[config.mk]
export PLATFORM = sky130hd
export DESIGN_NAME = alu_result_stage
export DESIGN_NICKNAME = d
export VERILOG_FILES = /design/src/rtl/alu_pkg.sv /design/src/rtl/alu_flag_gen.sv /design/src/rtl/alu_result_stage.sv
export SDC_FILE = /design/constraint.sdc
export NUM_CORES = 1
export LEC_CHECK = 0
export BUFFER_PORTS_ARGS = -buffer_cell sky130_fd_sc_hd__buf_4
export CAP_MARGIN = 20
export CELL_PAD_IN_SITES_DETAIL_PLACEMENT = 0
export CELL_PAD_IN_SITES_GLOBAL_PLACEMENT = 1
export CORE_ASPECT_RATIO = 1.75
export CORE_MARGIN = 4
export CORE_UTILIZATION = 45
export CTS_CLUSTER_SIZE = 16
export DETAILED_ROUTE_END_ITERATION = 16
export PLACE_DENSITY = 0.78
export SYNTH_ARGS = -nofsm -noshare
export SYNTH_HDL_FRONTEND = slang
export SYNTH_SLANG_ARGS = --single-unit
[constraint.sdc]
create_clock -name clk -period 2.35 [get_ports clk]
set_input_delay 0 -clock clk [delete_from_list [all_inputs] [get_ports clk]]
set_output_delay 0 -clock clk [all_outputs]
set_load 0.03 [all_outputs]
[src/rtl/alu_pkg.sv]
// Shared definitions for the ALU writeback slice.
//   FLAG_W            width of the {Z,N,C,V} flag vector
//   FLAG_Z..FLAG_V    bit positions of each flag inside that vector
//   flags_t           flag vector type used by alu_flag_gen and alu_result_stage
package alu_pkg;

  localparam int unsigned FLAG_W = 4;
  localparam int unsigned FLAG_Z = 3;
  localparam int unsigned FLAG_N = 2;
  localparam int unsigned FLAG_C = 1;
  localparam int unsigned FLAG_V = 0;

  typedef logic [FLAG_W-1:0] flags_t;

endpackage

[src/rtl/alu_flag_gen.sv]
// Combinational flag derivation for one adder result, with optional
// saturation of the stored value on signed overflow.
// Configuration macro: ALU_RESULT_SAT_EN (defined = saturate on V=1).
// Ports:
//   sum     in   WIDTH  adder sum
//   cout    in   1      adder carry-out
//   a_msb   in   1      MSB of operand a
//   b_msb   in   1      MSB of operand b as seen by the adder
//   sub     in   1      1 = subtract (carry becomes borrow)
//   result  out  WIDTH  value to store (saturated when enabled)
//   flags   out  4      {Z,N,C,V}
module alu_flag_gen
  import alu_pkg::*;
#(
  parameter int unsigned WIDTH = 8
) (
  input  logic [WIDTH-1:0] sum,
  input  logic             cout,
  input  logic             a_msb,
  input  logic             b_msb,
  input  logic             sub,
  output logic [WIDTH-1:0] result,
  output flags_t           flags
);

  logic v;

  // Signed overflow: like-signed operands producing a result of the other sign.
  assign v = (a_msb == b_msb) && (sum[WIDTH-1] != a_msb);

  always_comb begin
    result = sum;
`ifdef ALU_RESULT_SAT_EN
    // Clamp towards the sign of operand a: most negative or most positive.
    if (v) begin
      result = a_msb ? {1'b1, {(WIDTH-1){1'b0}}} : {1'b0, {(WIDTH-1){1'b1}}};
    end
`endif
  end

  // Z and N follow the stored value; C and V describe the raw arithmetic.
  always_comb begin
    flags         = '0;
    flags[FLAG_Z] = (result == '0);
    flags[FLAG_N] = result[WIDTH-1];
    flags[FLAG_C] = cout ^ sub;
    flags[FLAG_V] = v;
  end

endmodule

[src/rtl/alu_result_stage.sv]
// Registered writeback stage behind the ripple adder: derives flags, buffers
// results in a DEPTH-entry FIFO and hands them to the register file through
// a valid/ready handshake. Keeps a sticky overflow bit for the control unit.
// Configuration macro: ALU_RESULT_SAT_EN (passed through to alu_flag_gen).
// Ports:
//   clk, rst                 clock, synchronous active-high reset
//   in_valid/in_ready        producer handshake (in_ready = not full)
//   in_sum, in_cout          adder outputs
//   in_a_msb, in_b_msb       operand MSBs as seen by the adder
//   in_sub                   1 = SUB
//   out_valid/out_ready      consumer handshake
//   out_result, out_flags    head entry (last popped value when empty)
//   ovf_sticky, ovf_clr      sticky overflow status and its clear
module alu_result_stage
  import alu_pkg::*;
#(
  parameter int unsigned WIDTH = 8,
  parameter int unsigned DEPTH = 2
) (
  input  logic             clk,
  input  logic             rst,
  input  logic             in_valid,
  output logic             in_ready,
  input  logic [WIDTH-1:0] in_sum,
  input  logic             in_cout,
  input  logic             in_a_msb,
  input  logic             in_b_msb,
  input  logic             in_sub,
  output logic             out_valid,
  input  logic             out_ready,
  output logic [WIDTH-1:0] out_result,
  output logic [3:0]       out_flags,
  output logic             ovf_sticky,
  input  logic             ovf_clr
);

  localparam int unsigned AW = (DEPTH > 1) ? $clog2(DEPTH) : 1;
  localparam int unsigned CW = $clog2(DEPTH) + 1;

  logic [WIDTH-1:0] mem_result [DEPTH];
  flags_t           mem_flags  [DEPTH];
  logic [AW-1:0]    wr_ptr;
  logic [AW-1:0]    rd_ptr;
  logic [CW-1:0]    count;
  logic [WIDTH-1:0] last_result;
  flags_t           last_flags;

  logic [WIDTH-1:0] gen_result;
  flags_t           gen_flags;
  logic             push;
  logic             pop;

  alu_flag_gen #(
    .WIDTH(WIDTH)
  ) u_flag_gen (
    .sum   (in_sum),
    .cout  (in_cout),
    .a_msb (in_a_msb),
    .b_msb (in_b_msb),
    .sub   (in_sub),
    .result(gen_result),
    .flags (gen_flags)
  );

  assign in_ready  = (count != CW'(DEPTH));
  assign out_valid = (count != '0);
  assign push      = in_valid && in_ready;
  assign pop       = out_valid && out_ready;

  // When empty the read pointer may sit on stale storage, so the last popped
  // entry is held separately to keep the outputs steady.
  always_comb begin
    out_result = last_result;
    out_flags  = last_flags;
    if (out_valid) begin
      out_result = mem_result[rd_ptr];
      out_flags  = mem_flags[rd_ptr];
    end
  end

  // Storage needs no reset: it is never presented unless count says it is live.
  always_ff @(posedge clk) begin
    if (push) begin
      mem_result[wr_ptr] <= gen_result;
      mem_flags[wr_ptr]  <= gen_flags;
    end
  end

  always_ff @(posedge clk) begin
    if (rst) begin
      wr_ptr      <= '0;
      rd_ptr      <= '0;
      count       <= '0;
      last_result <= '0;
      last_flags  <= '0;
      ovf_sticky  <= 1'b0;
    end else begin
      if (push) begin
        wr_ptr <= wr_ptr + AW'(1);
      end
      if (pop) begin
        rd_ptr      <= rd_ptr + AW'(1);
        last_result <= mem_result[rd_ptr];
        last_flags  <= mem_flags[rd_ptr];
      end
      case ({push, pop})
        2'b10:   count <= count + CW'(1);
        2'b01:   count <= count - CW'(1);
        default: count <= count;
      endcase
      // A new overflow outranks a clear in the same cycle.
      if (push && gen_flags[FLAG_V]) begin
        ovf_sticky <= 1'b1;
      end else if (ovf_clr) begin
        ovf_sticky <= 1'b0;
      end
    end
  end

endmodule
==> impl_metrics.py, run 1 <==
metrics = {
    "final_layout": {
        "fill_cells": 292,
        "drive_gt1_frac": 0.238,
        "fin_util": 0.608,
        "nets": 189,
        "final_area_um2": 2040,
        "layoutNonFillerInstCount": 217,
        "regArea_um2": 1000,
        "multi_input_area_um2": 512,
        "area_delta_synth_final_pct": 30.1,
        "num_antenna_cells": 0,
    },
    "floorplan": {
        "io_pins": 32,
        "start_util": 0.467,
        "dieArea_um2": 4540,
        "die_h_um": 86.1,
        "rows": 28,
        "core_um2": 3360,
        "die_w_um": 52.7,
    },
    "worst_setup_path": {
        "required_ns": 2.35,
        "startpoint_type": "register",
        "cp_max_fo": 23,
        "arrival_ns": 1.76,
        "critical_path_class": "register to output pin",
        "crit_path_end_kind": "output pin",
    },
    "yosys": {
        "synth-async-reset-ratio": 0,
        "ys_types": 26,
        "ys.flop_type": "edfxtp_1",
        "syn_area_um2": 1570,
        "synth_common_cells": "nor2_1 (26), edfxtp_1 (22), dfxtp_1 (17)",
        "synth_edf_count": 22,
        "synthTopCellsByArea": "edfxtp_1 (42%), dfxtp_1 (22%), mux2i_1 (7.0%)",
        "syn_area_per_cell_um2": 11.9,
        "yosys_warnings": 0,
        "syn_nets": 150,
        "synth_most_common_cell": "nor2_1",
        "yosys.area.top_type_share": 0.421,
        "ys_ff_latch": 39,
        "yosysTopAreaCell": "edfxtp_1",
        "syn_inst": 132,
        "yosysSeqAreaShare": 0.637,
    },
    "status": {
        "status": "finished, final reports clean",
    },
    "global_routing": {
        "antenna_found_initial": 0,
        "grt_pass1_vias": 1138,
        "grt_pass1_wl_mm": 5.15,
        "grt_start_max_net_pins": 24,
        "grt_overflow_total": 0,
        "track_usage": 0.158,
    },
    "route": {
        "first_pass_iters": 4,
        "viasPerCell": 4.98,
        "num_vias": 1080,
        "wl_per_cell_um": 13.8,
        "routed_wl_mm": 2.99,
        "ant_nets": 0,
        "route.detailed.drc": 0,
        "drt_iter0_markers": 15,
    },
    "sta": {
        "finalSetupTns_ns": 0,
        "slew_viol_final": 0,
        "rsz0062_at_grt": "false",
        "finalWorstSetupSlack_ns": 0.590,
        "hold_ws_ns": 0.0154,
        "tightest_slew_ns": 0.710,
        "finalCritPeriodShare": 0.749,
        "finClkSkew_ns": 0.00574,
        "fmax_mhz": 568,
        "relSlewSlack": 0.527,
        "finalHoldViolCount": 0,
        "setup_viol": 0,
        "min_period_ns": 1.76,
    },
    "clock_tree": {
        "path_clk_slew_ns": 0.08,
        "cts_max_level": 2,
        "cts_sinks": 39,
        "cts-root-buf": "clkbuf_8",
        "cts_tree": "built",
        "cts-buffers-inserted": 5,
        "clk_latency_ns": 0.29,
        "post_cts_buffers": 0,
        "clock_path_buffers": 2,
    },
    "placement": {
        "finalWeightedCongestion": 0.692,
        "dpl_worst_slack_ns": 0.692,
        "dp_cells": 200,
        "place_hpwl_mm": 2.02,
        "numPortBuffers": 31,
        "place_area_um2": 1820,
    },
    "flow_run": {
        "cap_violations": 0,
    },
    "pwr": {
        "leakagePower_nw": 0.784,
        "powerDensity_nw_per_um2": 1530,
        "total_power_mw": 3.12,
        "ir_drop_mv": 0.952,
    },
    "worst_hold_path": {
        "hp-class": "input pin to register",
    },
}
power breakdown:
part / leakage [nW] / switching, mW / internal, mW
Combinational: 0.372 / 0.931 / 0.545
Sequential: 0.347 / 0.102 / 0.881
Clock: 0.0644 / 0.235 / 0.423
per-layer routing:
metal  track usage  wire length (um)  part of all wire
met4        0.0953                91             0.030
met2         0.264              1590              0.53
met5             0                 0                 0
met3        0.0470               166             0.056
met1         0.170              1140              0.38
worst max-delay path, stage by stage (launching register included):
cell	delay [ns]
dfxtp_1	0.41
or2_1	0.59
nor2_1	0.08
a21oi_1	0.19
buf_4	0.19
placed cells by master (no fill, tap or decap), types with 2 or more instances in the layout:
master	instances
mux2i_1	11
edfxtp_1	22
nand2_1	2
dfxtp_1	17
nand2b_1	2
inv_1	2
nor2_1	26
dlygate4sd3_1	9
or4_1	2
clkbuf_8	5
a21oi_1	13
buf_4	32
xnor2_1	2
xor2_1	2
bufinv_16	2
a211oi_1	11
path summary, 6_finish.rpt:
check | start | end | slack, ns | cells after the start
worst min register to register | last_result[4]$_SDFFE_PP0P_ | last_result[4]$_SDFFE_PP0P_ | 0.50 | 2
worst max-delay path | count[0]$_SDFFE_PP0P_ | out_flags[2] | 0.59 | 4
worst max register to register | count[0]$_SDFFE_PP0P_ | count[1]$_SDFFE_PP0P_ | 0.68 | 5
worst min-delay path | in_cout | mem_flags[1][1]$_DFFE_PP_ | 0.02 | 2
sequential cells by signal, summed over array words and instances, names as in the netlist, named ones only:
signal / count
count: 2
ovf_sticky: 1
mem_flags: 8
wr_ptr: 1
last_flags: 4
last_result: 7
rd_ptr: 1
mem_result: 14
area by class of cell:
type / instances / share of cell area
Clock buffer: 5 / 0.0337
Clock inverter: 3 / 0.0331
Inverter: 2 / 0.00367
Multi-Input combinational cell: 82 / 0.250
Sequential cell: 39 / 0.490
Tap cell: 45 / 0.0276
Timing Repair Buffer: 41 / 0.162
logic make-up after synthesis:
| group | Yosys count | share of synthesized area |
|---|---|---|
| DFF | 39 | 0.637 |
| and+or+nand+nor | 37 | 0.106 |
| AOI/OAI and AO/OA | 29 | 0.120 |
| buffers and inverters | 11 | 0.0367 |
| muxes | 11 | 0.0701 |
| xor gates and xnor gates | 4 | 0.0223 |
| adders and majority gates | 1 | 0.00797 |
what timing repair did:
action | CTS | global route
endpoints found under the hold margin | 17 | 0
hold buffers | 9 | 0
gates resized for setup | 0 | 0
Note: power is estimated with default switching activity, not from simulation.
==> inputs of run 2 (changes only) <==
--- a/config.mk
+++ b/config.mk
@@ -11,10 +11,10 @@
 export CELL_PAD_IN_SITES_GLOBAL_PLACEMENT = 1
 export CORE_ASPECT_RATIO = 1.75
 export CORE_MARGIN = 4
-export CORE_UTILIZATION = 45
+export CORE_UTILIZATION = 38
 export CTS_CLUSTER_SIZE = 16
 export DETAILED_ROUTE_END_ITERATION = 16
-export PLACE_DENSITY = 0.78
+export PLACE_DENSITY = 0.7
 export SYNTH_ARGS = -nofsm -noshare
 export SYNTH_HDL_FRONTEND = slang
 export SYNTH_SLANG_ARGS = --single-unit
==> constraint.sdc (replaced) <==
create_clock -name clk -period 1.6 [get_ports clk]
set_input_delay 0 -clock clk [delete_from_list [all_inputs] [get_ports clk]]
set_output_delay 0 -clock clk [all_outputs]
set_load 0.03 [all_outputs]
==> impl_metrics.py, run 2 (synthesized netlist as in run 1, its figures left out) <==
metrics = {
    "clock_tree": {
        "cts-buffers-inserted": 5,
        "cts-root-buf": "clkbuf_8",
        "cts_tree": "built",
        "cts_max_level": 2,
        "post_cts_buffers": 0,
        "path_clk_slew_ns": 0.08,
        "clk_latency_ns": 0.28,
        "clock_path_buffers": 2,
        "cts_sinks": 39,
    },
    "worst_setup_path": {
        "cp_max_fo": 5,
        "critPathTopFamily": "simple AND/OR/NAND/NOR gates",
        "critPathBufInv": 0,
        "path_cells": "nand2b_2 > nand2_1 > ha_1 > or3_1 > a21oi_1",
        "critPathMaxStageDelay_ns": 0.37,
        "crit_path_end_kind": "register",
        "startpoint_type": "register",
        "required_ns": 1.82,
        "critical_path_class": "register to register",
        "slowest_stage": "dfxtp_2",
        "arrival_ns": 1.67,
    },
    "global_routing": {
        "busiest_layer": "met2",
        "grt_pass1_wl_mm": 4.95,
        "antenna_found_initial": 0,
        "track_usage": 0.122,
        "gr-usage-met3": 0.0401,
        "use_met1": 0.133,
        "grt_start_max_net_pins": 24,
        "grt.met2_usage": 0.210,
        "grt_overflow_total": 0,
        "grt_pass1_vias": 1135,
    },
    "placement": {
        "numPortBuffers": 31,
        "place_hpwl_mm": 2.03,
        "dp_cells": 207,
        "finalWeightedCongestion": 0.695,
    },
    "sta": {
        "finClkSkew_ns": 0.00517,
        "relSlewSlack": 0.791,
        "min_period_ns": 1.46,
        "rsz0062_at_grt": "false",
        "finalCritPeriodShare": 0.910,
        "setup_viol": 0,
        "slew_viol_final": 0,
        "fmax_mhz": 687,
        "tightest_slew_ns": 0.305,
        "finalSetupTns_ns": 0,
        "finalHoldViolCount": 0,
    },
    "final_layout": {
        "drive_gt1_frac": 0.278,
        "final_common_cell": "buf_4",
        "fill_cells": 353,
        "nets": 193,
        "num_antenna_cells": 0,
        "reg.largest.list": "mem_result: 14 flops, mem_flags: 8 flops, last_result: 7 flops",
        "regMostFlops": "mem_result",
        "area_delta_synth_final_pct": 30.2,
        "largest_reg_flops": 14,
        "layoutNonFillerInstCount": 224,
        "layout_common_cells": "buf_4 (35), nor2_1 (26), edfxtp_1 (22)",
    },
    "route": {
        "num_vias": 1079,
        "wl_per_cell_um": 12.9,
        "drt_iter0_markers": 19,
        "ant_nets": 0,
        "route.detailed.drc": 0,
        "routed_wl_mm": 2.89,
        "first_pass_iters": 4,
        "viasPerCell": 4.82,
    },
    "floorplan": {
        "dieArea_um2": 5270,
        "core_um2": 3940,
        "io_pins": 32,
        "die_w_um": 56.6,
        "rows": 30,
        "die_h_um": 93.0,
        "start_util": 0.398,
    },
    "pwr": {
        "ir_drop_mv": 1.60,
        "powerDensity_nw_per_um2": 2130,
        "total_power_mw": 4.35,
        "leakagePower_nw": 0.775,
    },
    "worst_hold_path": {
        "hp-class": "input pin to register",
    },
    "flow_run": {
        "cap_violations": 0,
    },
    "status": {
        "status": "finished, final reports clean",
    },
}
==> run 2: cell types whose count changed in the layout (fill, tap and decap cells not counted), sizes merged <==
| cell | before | now |
|---|---|---|
| bufinv | 2 | 0 |
| inv | 2 | 1 |
| buf | 32 | 36 |
| clkinv | 0 | 1 |
| clkinvlp | 1 | 3 |
==> run 2: cell type report <==
cell class,instances,area [um2],area share
Timing Repair Buffer,45,364,0.178
Inverter,2,11.3,0.00551
Multi-Input combinational cell,82,518,0.253
Sequential cell,39,1000,0.490
Tap cell,48,60.1,0.0294
Clock inverter,3,20.0,0.00979
Clock buffer,5,68.8,0.0337
==> run 2: where the power goes <==
part | switching [mW] | leakage (nW) | total [mW] | internal, mW
logic | 1.44 | 0.387 | 2.32 | 0.876
registers | 0.100 | 0.348 | 1.40 | 1.30
clock network | 0.333 | 0.0402 | 0.636 | 0.303
==> run 2: repair_timing <==
item | 4_1_cts | 5_1_grt
hold buffers | 9 | 0
endpoints found under the setup margin | 0 | 17
resized for setup | 0 | 3
endpoints found under the hold margin | 17 | 0
==> run 2: through the flow <==
stage           util  instance area [um2]  setup slack, ns  hold slack [ns]
6_report       0.519                 2040            0.144           0.0246
5_1_grt        0.519                 2040           0.0421           0.0142
4_1_cts        0.517                 2040           0.0625           0.0120
3_5_place_dp   0.471                 1860           0.0814            0.194
3_3_place_gp   0.471                 1860            0.168            0.192
2_1_floorplan      -                 1580           0.0176           0.0989
==> run 2: final timing paths <==
kind                                from                           to  slack [ns]  depth (start not counted)
min reg2reg  last_result[0]$_SDFFE_PP0P_  last_result[0]$_SDFFE_PP0P_        0.50                          2
max                count[0]$_SDFFE_PP0P_        count[1]$_SDFFE_PP0P_        0.14                          5
min                              in_cout    mem_flags[0][1]$_DFFE_PP_        0.02                          2
max reg2reg        count[0]$_SDFFE_PP0P_        count[1]$_SDFFE_PP0P_        0.14                          5
==> run 2: worst register-to-register path, stage by stage (launching register included) <==
cell      delay (ns)
dfxtp_2         0.37
nand2b_2        0.14
nand2_1         0.06
ha_1            0.33
or3_1           0.35
a21oi_1         0.14
==> run 2: per-layer routing <==
layer,share of wire,up-vias
met5,0,-
met4,0.018,0
met3,0.055,5
met2,0.51,24
met1,0.42,490
li1,-,560
==> inputs of run 3 (changes only) <==
--- a/config.mk
+++ b/config.mk
@@ -11,10 +11,10 @@
 export CELL_PAD_IN_SITES_GLOBAL_PLACEMENT = 1
 export CORE_ASPECT_RATIO = 1.75
 export CORE_MARGIN = 4
-export CORE_UTILIZATION = 38
+export CORE_UTILIZATION = 30
 export CTS_CLUSTER_SIZE = 16
 export DETAILED_ROUTE_END_ITERATION = 16
-export PLACE_DENSITY = 0.7
+export PLACE_DENSITY = 0.57
 export SYNTH_ARGS = -nofsm -noshare
 export SYNTH_HDL_FRONTEND = slang
 export SYNTH_SLANG_ARGS = --single-unit
==> impl_metrics.py, run 3 (synthesized netlist as in run 1, its figures left out) <==
metrics = {
    "status": {
        "status": "finished, final reports clean",
    },
    "placement": {
        "dpl_worst_slack_ns": 0.0913,
        "numPortBuffers": 31,
        "finalWeightedCongestion": 0.726,
        "place_hpwl_mm": 2.21,
    },
    "clock_tree": {
        "cts_sinks": 39,
        "clk_latency_ns": 0.29,
        "cts_max_level": 2,
        "cts_tree": "built",
        "path_clk_slew_ns": 0.08,
        "cts-root-buf": "clkbuf_8",
        "post_cts_buffers": 0,
        "cts-buffers-inserted": 5,
        "clock_path_buffers": 2,
    },
    "sta": {
        "finalSetupTns_ns": 0,
        "rsz0062_at_grt": "false",
        "finClkSkew_ns": 0.00348,
        "tightest_slew_ns": 0.298,
        "finalHoldViolCount": 0,
        "min_period_ns": 1.46,
        "finalCritPeriodShare": 0.912,
        "finalWorstSetupSlack_ns": 0.140,
        "fmax_mhz": 685,
        "hold_ws_ns": 0.0255,
        "relSlewSlack": 0.801,
        "setup_viol": 0,
        "slew_viol_final": 0,
    },
    "worst_setup_path": {
        "critical_path_class": "register to output pin",
        "cp_common_cell": "buf_4",
        "critPathTopFamily": "buffers and inverters",
        "required_ns": 1.60,
        "critPathMaxStageDelay_ns": 0.40,
        "critPathBufInv": 2,
        "crit_path_end_kind": "output pin",
        "startpoint_type": "register",
        "path_cells": "or2_1 > buf_4 > nor2_1 > a21oi_1 > buf_4",
        "arrival_ns": 1.46,
        "slowest_stage": "dfxtp_1",
        "cp_max_fo": 23,
    },
    "route": {
        "viasPerCell": 4.72,
        "route.detailed.drc": 0,
        "drt_iter0_markers": 38,
        "routed_wl_mm": 3.06,
        "first_pass_iters": 4,
        "wl_per_cell_um": 13.1,
        "ant_nets": 0,
        "num_vias": 1100,
    },
    "pwr": {
        "power_frac_comb": 0.530,
        "p_sw_frac": 0.434,
        "ir_drop_mv": 0.609,
        "leakagePower_nw": 0.793,
        "switchingPower_mw": 1.90,
        "pwr-share-clk": 0.150,
        "intPower_mw": 2.47,
        "power_frac_seq": 0.319,
        "powerDensity_nw_per_um2": 2110,
    },
    "floorplan": {
        "die_w_um": 62.7,
        "io_pins": 32,
        "dieArea_um2": 6500,
        "start_util": 0.313,
        "rows": 34,
        "die_h_um": 104,
        "core_um2": 5020,
    },
    "final_layout": {
        "drive_gt1_frac": 0.274,
        "largest_reg_flops": 14,
        "area_delta_synth_final_pct": 32.0,
        "reg.largest.list": "mem_result: 14 flops, mem_flags: 8 flops, last_result: 7 flops",
        "nets": 196,
        "regMostFlops": "mem_result",
        "num_antenna_cells": 0,
        "layout_common_cells": "buf_4 (37), nor2_1 (26), edfxtp_1 (22)",
        "final_common_cell": "buf_4",
    },
    "global_routing": {
        "track_usage": 0.103,
        "antenna_found_initial": 0,
        "grt_start_max_net_pins": 24,
        "grt_overflow_total": 0,
        "grt_pass1_vias": 1121,
        "grt_pass1_wl_mm": 5.20,
    },
    "worst_hold_path": {
        "hp-class": "input pin to register",
    },
    "flow_run": {
        "cap_violations": 0,
    },
}
run 3: power by group through the flow:
stage | logic, mW | registers [mW] | clock network (mW)
4_1_cts | 2.35 | 1.40 | 0.681
2_1_floorplan | 1.62 | 1.40 | 0
3_5_place_dp | 2.33 | 1.42 | 0
3_3_place_gp | 2.28 | 1.40 | 0
6_report | 2.32 | 1.40 | 0.657
5_1_grt | 2.52 | 1.43 | 0.741
run 3: what timing repair did:
item,4_1_cts,5_1_grt
endpoints found under the hold margin,17,2
endpoints found under the setup margin,0,6
gates resized for setup,0,1
hold buffers,9,2
run 3: through the flow:
step                      power, mW  cells   util  area [um2]
after global routing           4.69    233  0.413        2070
after detailed placement       3.74    214  0.373        1870
after CTS                      4.43    231  0.409        2050
final                          4.37    233  0.413        2070
after floorplan                3.02    132      -        1580
after global placement         3.69    214  0.373        1870
run 3: per-layer routing:
layer | part of all wire | GRT usage | vias up
met1 | 0.41 | 0.114 | 503
li1 | - | - | 565
met3 | 0.054 | 0.0412 | 6
met4 | 0.021 | 0.0474 | 0
met2 | 0.51 | 0.173 | 26
met5 | 0 | 0 | -
run 3: final timing paths:
kind	to	slack (ns)	from	cells past startpoint
max reg2reg	count[1]$_SDFFE_PP0P_	0.15	count[0]$_SDFFE_PP0P_	5
min	wr_ptr$_SDFFE_PP0P_	0.03	rst	2
max	out_result[0]	0.14	count[1]$_SDFFE_PP0P_	5
min reg2reg	last_flags[0]$_SDFFE_PP0P_	0.50	last_flags[0]$_SDFFE_PP0P_	2
run 3: area by class of cell:
class / instances / area (um2)
multi-input cells: 82 / 518
clock inverters: 3 / 20.0
repair buffers: 48 / 388
inverters: 2 / 7.51
flip-flops and latches: 39 / 1000
fillers: 498 / 2950
clock buffers: 5 / 68.8
well taps: 54 / 67.6
